===== src/rtl/opfetch.sv =====
// Operand fetch stage: scoreboards destinations, reads sources from the register file
// with PC/writeback forwarding, and holds the fetched operands in a one-entry dispatch register.
module opfetch (
  input  logic        clk,
  input  logic        rst,
  input  logic        iss_valid,
  output logic        iss_ready,
  input  logic [3:0]  iss_rs1,
  input  logic [3:0]  iss_rs2,
  input  logic        iss_rs1_en,
  input  logic        iss_rs2_en,
  input  logic [3:0]  iss_rd,
  input  logic        iss_rd_en,
  output logic [3:0]  out1_addr,
  output logic [3:0]  out2_addr,
  output logic        out1_en,
  output logic        out2_en,
  input  logic [15:0] out1,
  input  logic [15:0] out2,
  output logic        dsp_valid,
  input  logic        dsp_ready,
  output logic [15:0] dsp_op1,
  output logic [15:0] dsp_op2,
  output logic [3:0]  dsp_rd,
  output logic        dsp_rd_en,
  input  logic        wb_valid,
  output logic        wb_ready,
  input  logic [3:0]  wb_addr,
  input  logic [15:0] wb_data,
  input  logic        pcw_valid,
  input  logic [3:0]  pcw_addr,
  input  logic [15:0] pcw_data,
  output logic        w_en,
  output logic [3:0]  w_addr,
  output logic [15:0] w_data,
  output logic        pc_en,
  output logic [3:0]  pc_addr,
  output logic [15:0] pc_data
);

  logic [15:0] busy_reg;
  logic [15:0] busy_next;
  logic [15:0] busy_eff;
  logic [15:0] clr;
  logic [15:0] set;
  logic        hazard;
  logic        accept;
  logic [15:0] op1_next;
  logic [15:0] op2_next;

  logic        dsp_valid_reg;
  logic [15:0] dsp_op1_reg;
  logic [15:0] dsp_op2_reg;
  logic [3:0]  dsp_rd_reg;
  logic        dsp_rd_en_reg;

  assign out1_addr = iss_rs1;
  assign out2_addr = iss_rs2;
  assign out1_en   = iss_valid & iss_rs1_en;
  assign out2_en   = iss_valid & iss_rs2_en;

  assign pc_en   = pcw_valid & ~rst;
  assign pc_addr = pcw_addr;
  assign pc_data = pcw_data;

  // The register file has a single general write slot shared with PC writes; PC wins.
  assign wb_ready = ~pcw_valid & ~rst;
  assign w_en     = wb_valid & wb_ready;
  assign w_addr   = wb_addr;
  assign w_data   = wb_data;

  generate
    for (genvar gi = 0; gi < 16; gi++) begin : g_sb
      assign clr[gi] = w_en & (wb_addr == 4'(gi));
      assign set[gi] = accept & iss_rd_en & (iss_rd == 4'(gi));
    end
  endgenerate

  // A writeback completing this cycle already releases its register for the issuing op.
  assign busy_eff = busy_reg & ~clr;
  assign hazard   = (iss_rs1_en & busy_eff[iss_rs1]) |
                    (iss_rs2_en & busy_eff[iss_rs2]) |
                    (iss_rd_en  & busy_eff[iss_rd]);

  assign iss_ready = ~rst & ~hazard & (~dsp_valid_reg | dsp_ready);
  assign accept    = iss_valid & iss_ready;
  assign busy_next = busy_eff | set;

  function automatic logic [15:0] sel_op(
    input logic        en,
    input logic [3:0]  rs,
    input logic [15:0] rf_data,
    input logic        pcv,
    input logic [3:0]  pca,
    input logic [15:0] pcd,
    input logic        wv,
    input logic [3:0]  wa,
    input logic [15:0] wd
  );
    logic [15:0] r;
    r = rf_data;
    if (!en)                  r = 16'h0000;
    else if (pcv && pca == rs) r = pcd;
    else if (wv && wa == rs)   r = wd;
    return r;
  endfunction

  assign op1_next = sel_op(iss_rs1_en, iss_rs1, out1, pcw_valid, pcw_addr, pcw_data,
                           w_en, wb_addr, wb_data);
  assign op2_next = sel_op(iss_rs2_en, iss_rs2, out2, pcw_valid, pcw_addr, pcw_data,
                           w_en, wb_addr, wb_data);

  always_ff @(posedge clk) begin
    if (rst) begin
      busy_reg      <= '0;
      dsp_valid_reg <= 1'b0;
      dsp_op1_reg   <= '0;
      dsp_op2_reg   <= '0;
      dsp_rd_reg    <= '0;
      dsp_rd_en_reg <= 1'b0;
    end else begin
      busy_reg <= busy_next;
      if (accept) begin
        dsp_valid_reg <= 1'b1;
        dsp_op1_reg   <= op1_next;
        dsp_op2_reg   <= op2_next;
        dsp_rd_reg    <= iss_rd;
        dsp_rd_en_reg <= iss_rd_en;
      end else if (dsp_ready) begin
        dsp_valid_reg <= 1'b0;
      end
    end
  end

  assign dsp_valid = dsp_valid_reg;
  assign dsp_op1   = dsp_op1_reg;
  assign dsp_op2   = dsp_op2_reg;
  assign dsp_rd    = dsp_rd_reg;
  assign dsp_rd_en = dsp_rd_en_reg;

endmodule


===== config.mk =====
export PLATFORM = sky130hd
export DESIGN_NAME = opfetch
export DESIGN_NICKNAME = d
export VERILOG_FILES = /design/src/rtl/opfetch.sv
export SDC_FILE = /design/constraint.sdc
export NUM_CORES = 1
export LEC_CHECK = 0
export BUFFER_PORTS_ARGS = -buffer_cell sky130_fd_sc_hd__buf_2
export CORE_MARGIN = 2
export CORE_UTILIZATION = 43
export DETAILED_ROUTE_END_ITERATION = 8
export PLACE_DENSITY = 0.77
export SLEW_MARGIN = 20
export SYNTH_ARGS = -nofsm -noshare
export SYNTH_HDL_FRONTEND = slang
export SYNTH_SLANG_ARGS = --single-unit
export TNS_END_PERCENT = 50

===== constraint.sdc =====
create_clock -name clk -period 2.4 [get_ports clk]
set_input_delay 0.12 -clock clk [delete_from_list [all_inputs] [get_ports clk]]
set_output_delay 0.12 -clock clk [all_outputs]
set_load 0.05 [all_outputs]

; After elaboration in Yosys (flattened, before gate mapping)
; Index checks and enable logic that the tools add are counted.
[totals]
register_bits = 54
input_bits = 93
output_inout_bits = 92
[classes]
reduce_logical = 7
n_eq_ne = 34
muxes = 14
n_bitwise = 54
n_lt_le_gt_ge = 3
[op_table]
columns = cell, n
row1 = $mux W16, 6
row2 = $eq A4 B4 Y1 const B, 16
row3 = $and A1 B1 Y1, 44
row4 = $eq A4 B3 Y1 const B, 8
row5 = $and A16 B16 Y16, 1
row6 = $eq A4 B2 Y1 const B, 4
row7 = $eq A4 B4 Y1, 4
row8 = $not A16 Y16, 1
row9 = $or A16 B16 Y16, 1
row10 = $lt A4 B5 Y1 const B, 3
row11 = $bmux W1 S4, 3
row12 = $eq A4 B1 Y1 const B, 2
row13 = $logic_not A4 Y1, 2
row14 = $mux W1, 5
row15 = $logic_and A1 B1 Y1, 4
row16 = $not A1 Y1, 4
row17 = $or A1 B1 Y1, 3
row18 = $reduce_bool A2 Y1, 1

; Depth between registers and ports, before layout
[depth]
depth_word = 18
depth_mapped = 10
depth_no_buf = 7

; Worst setup path before layout
; Ideal clock, no wire load.
[synth_timing]
path_type = input -> register
start = in rst
end = reg dsp_op1_reg[6], in the netlist dsp_op1[6]
setup_slack_ns = -0.865
required_ns = 2.274
n_path_buf = 2
stages = 9
arrival_ns = 3.138
path_cell_list = buf_2 nor3b_1 nand4_1 nor2_1 clkbuf_1 mux2i_1 o21ai_0 nand2_1 mux2i_1
[synth_between]
elab_chain_len = 15
[synth_lines]
columns = item, line_no
row1 = from (decl), 5  ; input logic rst,
row2 = $not A1 Y1 *, 67  ; assign wb_ready = ~pcw_valid & ~rst;
row3 = $and A1 B1 Y1 *, 67
row4 = $and A1 B1 Y1 *, 68  ; assign w_en = wb_valid & wb_ready;
row5 = named net w_en, 33  ; output logic w_en,
row6 = $and A1 B1 Y1, 74  ; assign clr[gi] = w_en & (wb_addr == 4'(gi));
row7 = $not A16 Y16, 80  ; assign busy_eff = busy_reg & ~clr;
row8 = $and A16 B16 Y16, 80
row9 = "$bmux W1 S4, on equally long branches", "81, 82"
row10 = "$mux W1, on equally long branches", "81, 82"
row11 = "$and A1 B1 Y1, on equally long branches", "81, 82"
row12 = $or A1 B1 Y1, 81  ; assign hazard = (iss_rs1_en & busy_eff[iss_rs1]) |
row13 = $or A1 B1 Y1, 82  ; (iss_rs2_en & busy_eff[iss_rs2]) |
row14 = $not A1 Y1, 85  ; assign iss_ready = ~rst & ~hazard & (~dsp_valid_reg | dsp_ready);
row15 = $and A1 B1 Y1 (2 in series), 85
row16 = $and A1 B1 Y1, 86  ; assign accept = iss_valid & iss_ready;
row17 = to (signal assigned), 125  ; dsp_op1_reg <= op1_next;
row18 = to (decl), 52  ; logic [15:0] dsp_op1_reg;
; Mark *: on every way through the listed nets, which the timed path passes. The rest lies on a longest branch. The select of a mux whose other input is x is not followed.
; A chain may end at the register's enable or synchronous reset.

; Worst setup path after layout
[layout_timing]
start = in rst
end = reg dsp_rd_reg[2], in the netlist dsp_rd[2]
[layout_between]
elab_chain_len = 15
[layout_lines]
columns = item, line_no
row1 = $not A1 Y1, "67, 85"
row2 = $and A1 B1 Y1, 67
row3 = $and A1 B1 Y1, 68
row4 = $and A1 B1 Y1, 74
row5 = $not A16 Y16, 80
row6 = $and A16 B16 Y16, 80
row7 = "$bmux W1 S4, on equally long branches", "81, 82"
row8 = "$mux W1, on equally long branches", "81, 82"
row9 = "$and A1 B1 Y1, on equally long branches", "81, 82"
row10 = $or A1 B1 Y1, 81
row11 = $or A1 B1 Y1, 82
row12 = $not A1 Y1, 85
row13 = $and A1 B1 Y1 (2 in series), 85
row14 = $and A1 B1 Y1, 86
row15 = to (signal assigned), 127  ; dsp_rd_reg <= iss_rd;
row16 = to (decl), 54  ; logic [3:0] dsp_rd_reg;
; Several ways; a longest one is shown, not always the timed one. The select of a mux whose other input is x is not followed.

==> impl_metrics.env <==
export IMPL_grt_pass1_wl_mm=19.8
export IMPL_clkPwrFrac_pct=26.0
export IMPL_r2r_end="dsp_rd[1]"
export IMPL_postSynthCellCount=492
export IMPL_num_io_pins=185
export IMPL_multi_input_area_um2=2700
export IMPL_drt_iter0_drc=145
export IMPL_drive_above_1_share_pct=46.9
export IMPL_initial_utilization_pct=44.0
export IMPL_final_area_um2=5580
export IMPL_muxShareOfSynthArea_pct=20.2
export IMPL_syn_area_um2=4030
export IMPL_routed_via_density=5.49
export IMPL_setup_ws_ns=-0.223
export IMPL_min_to="dsp_valid"
export IMPL_drt_total_wl_mm=13.1
export IMPL_fillers=802
export IMPL_clock_latency_ns=0.31
export IMPL_p_per_area_nw_per_um2=455
export IMPL_synth_seq_area_share_pct=26.8
export IMPL_hold_viol=0
export IMPL_p_sw_share_pct=37.4
export IMPL_min_period_ns=2.62
export IMPL_synth_warnings=0
export IMPL_avgRoutedWirePerCell_um=16.7
export IMPL_cts_sinks=54
export IMPL_pre_cts_ws_ns=-0.699
export IMPL_numPortBuffers=184
export IMPL_r2r_slack_ns=-0.20
export IMPL_die_w_um=101
export IMPL_whs_path_depth=3
export IMPL_final_antenna_net_count=0
export IMPL_worstSetupPathType="in2reg"
export IMPL_ys_types=59
export IMPL_holdCritStartpoint="dsp_ready"
export IMPL_dieArea_um2=10200
export IMPL_worst_pin_slew_ns=0.764
export IMPL_seq_area_um2=1080
export IMPL_cts_made_buffers=5
export IMPL_cts_root_buf="clkbuf_8"
export IMPL_core_area_um2=9150
export IMPL_worstPathArrival_ns=2.84
export IMPL_syn_area_per_cell_um2=8.19
export IMPL_combinationalPowerShare_pct=36.4
export IMPL_fin_crit_sh_pct=109
export IMPL_status="finished, violations left"
export IMPL_fp_row_count=35
export IMPL_synth_compound_area_share_pct=14.9
export IMPL_power_total_uw=2540
export IMPL_antenna_found_initial=0
export IMPL_grt_ovfl_total=0
export IMPL_fin_util_pct=61.0
export IMPL_synthAdderAreaFrac_pct=0
export IMPL_track_usage_pct=24.5
export IMPL_reg2reg_depth=7
export IMPL_final_nets=763
export IMPL_p_sw_uw=950
export IMPL_slew_viol_final=0
export IMPL_path_clk_slew_ns=0.10
export IMPL_vdd_ir_drop_worst_mv=0.290
export IMPL_cts_tree="yes"
export IMPL_finalSetupTns_ns=-9.29
export IMPL_cp_max_fo=6
export IMPL_cts_max_level=2
export IMPL_synth_flop_cell="dfxtp_1"
export IMPL_area_growth_pct=38.6
export IMPL_clock_path_buffers=2
export IMPL_drv_cap=0
export IMPL_grt_max_degree=34
export IMPL_antennaDiodeCount=0
export IMPL_ys_async_sr_fraction_pct=0
export IMPL_grt_pass1_vias=4050
export IMPL_syn_nets=585
export IMPL_hpwl_mm=9.70
export IMPL_p_leak_uw=0.00268
export IMPL_grt_setup_unrepaired="yes"
export IMPL_p_int_uw=1590
export IMPL_synth_top_family_by_area="simple AND/OR/NAND/NOR gates"
export IMPL_setup_viol=54
export IMPL_first_pass_iters=5
export IMPL_sequentialPowerShare_pct=37.6
export IMPL_num_vias=4296
export IMPL_placed_area_um2=5090
export IMPL_required_ns=2.61
export IMPL_timing_fmax_ghz=0.381
export IMPL_min_path_type="in2reg"
export IMPL_cp_num_buf_inv=4
export IMPL_start_kind="input pin"
export IMPL_crit_family="simple AND/OR/NAND/NOR gates"
export IMPL_cp_slowest_stage_delay_ns=0.60
export IMPL_ys_ff_latch=54
export IMPL_violations="setup timing"
export IMPL_worstPathCellList="buf_8 -> or4b_4 -> buf_4 -> o21ai_4 -> buf_4 -> o31ai_1 -> nor3_1 -> nor4b_2 -> or4b_4 -> buf_6 -> mux2_4"
export IMPL_die_h_um=101
export IMPL_endpoint_kind="flop"
export IMPL_yosys_area_share_simple_pct=21.0
export IMPL_r2r_start="busy_reg[10]"
export IMPL_place_congestion=0.944
export IMPL_worst_path_stages=11
export IMPL_synth_xor_area_share_pct=3.48
export IMPL_crit_slowest_cell="or4b_4"
export IMPL_final_setup_skew_ns=0.00658
export IMPL_relSlewSlack_pct=48.9
export IMPL_synth_edf_count=0
export IMPL_drc=0
timing repair:
action                     CTS  global route
hold buffers                 0             0
pin swaps                    6             6
resized for setup           29            21
setup buffers                9             1
setup endpoints to repair   55            55
gates cloned                 4             1
layout by cell type, fill, tap and decap left out, types with 2 or more instances in the layout:
master and instances:
and2_1 3, and3b_1 2, buf_12 2, buf_2 180
buf_4 61, buf_6 6, buf_8 2, clkbuf_8 6
dfxtp_1 54, inv_1 4, mux2_2 5, mux2i_1 67
mux4_2 2, nand2_1 94, nand2b_1 10, nand3_1 7
nand3b_1 5, nand4_1 3, nor2_1 11, nor2b_1 12
nor3_1 2, nor4_2 2, nor4b_2 3, o211ai_1 18
o21ai_0 21, o21ai_1 3, o21ai_2 6, o21ai_4 2
o22ai_1 2, o22ai_2 3, o31ai_2 2, o32ai_1 2
o32ai_2 10, o41ai_4 2, or2_2 3, or3_1 2
or4b_4 5, xnor2_1 5, xor2_1 11
power by group through the flow:
| stage | Clock (µW) | Sequential (µW) | Combinational (µW) |
|---|---|---|---|
| 6_report | 661 | 956 | 925 |
| 5_1_grt | 702 | 961 | 981 |
| 4_1_cts | 672 | 956 | 912 |
| 3_5_place_dp | 0 | 976 | 859 |
| 3_3_place_gp | 0 | 976 | 846 |
| 2_1_floorplan | 0 | 1110 | 506 |
worst max path at each step:
stage,startpoint,end,slack (ns)
final,rst,dsp_rd[2],-0.22
after global routing,rst,dsp_rd[3],-0.30
after CTS,busy_reg[8],dsp_rd[1],-0.17
after detailed placement,wb_addr[3],dsp_op1[9],-0.70
after global placement,wb_addr[3],dsp_op2[12],-0.69
after floorplan,wb_addr[3],dsp_rd[2],-0.23
cell families after synthesis:
family	count (synthesis)
compound gates	85
xor+xnor	16
buf+inv	89
flops	54
mux	76
simple gates	172
area by class of cell:
type / count / area share, %
Sequential cell: 54 / 19.4
Clock inverter: 2 / 0.695
Multi-Input combinational cell: 352 / 48.3
Timing Repair Buffer: 252 / 27.3
Clock buffer: 6 / 1.48
Inverter: 5 / 0.336
Tap cell: 111 / 2.49
per-layer routing:
| layer | vias to the layer above | share of wire, % | track usage [%] | wire length, µm |
|---|---|---|---|---|
| met5 | - | 0 | 0 | 0 |
| met4 | 0 | 2.5 | 8.43 | 327 |
| met3 | 28 | 6.1 | 2.98 | 800 |
| met2 | 173 | 48 | 41.3 | 6320 |
| met1 | 2034 | 43 | 32.3 | 5620 |
| li1 | 2061 | - | - | - |
Yosys cell counts, types with 7 or more instances:
master	count	area [µm²]
nand2b_1	10	62.6
buf_4	48	360
nor2b_1	12	75.1
mux2i_1	67	671
nand3_1	7	35.0
dfxtp_1	54	1080
xor2_1	11	96.3
nand2_1	94	353
clkbuf_1	24	90.1
o32ai_1	11	96.3
o21ai_0	28	140
o211ai_1	18	135
buf_2	8	40.0
nor2_1	12	45.0
metrics by stage:
stage          hold slack, ns  instances
2_1_floorplan           0.263        492
3_3_place_gp            0.420        760
3_5_place_dp            0.430        760
4_1_cts                0.0915        781
5_1_grt                 0.103        782
6_report                0.101        782
worst register-to-register path, cell delays in order (launching register included):
cell	delay (ns)
dfxtp_1	0.34
o21ai_0	0.18
mux4_1	0.56
and2_1	0.21
o41ai_4	0.48
or4b_4	0.25
buf_6	0.14
mux2_2	0.33
(Power assumes the default switching activity.)
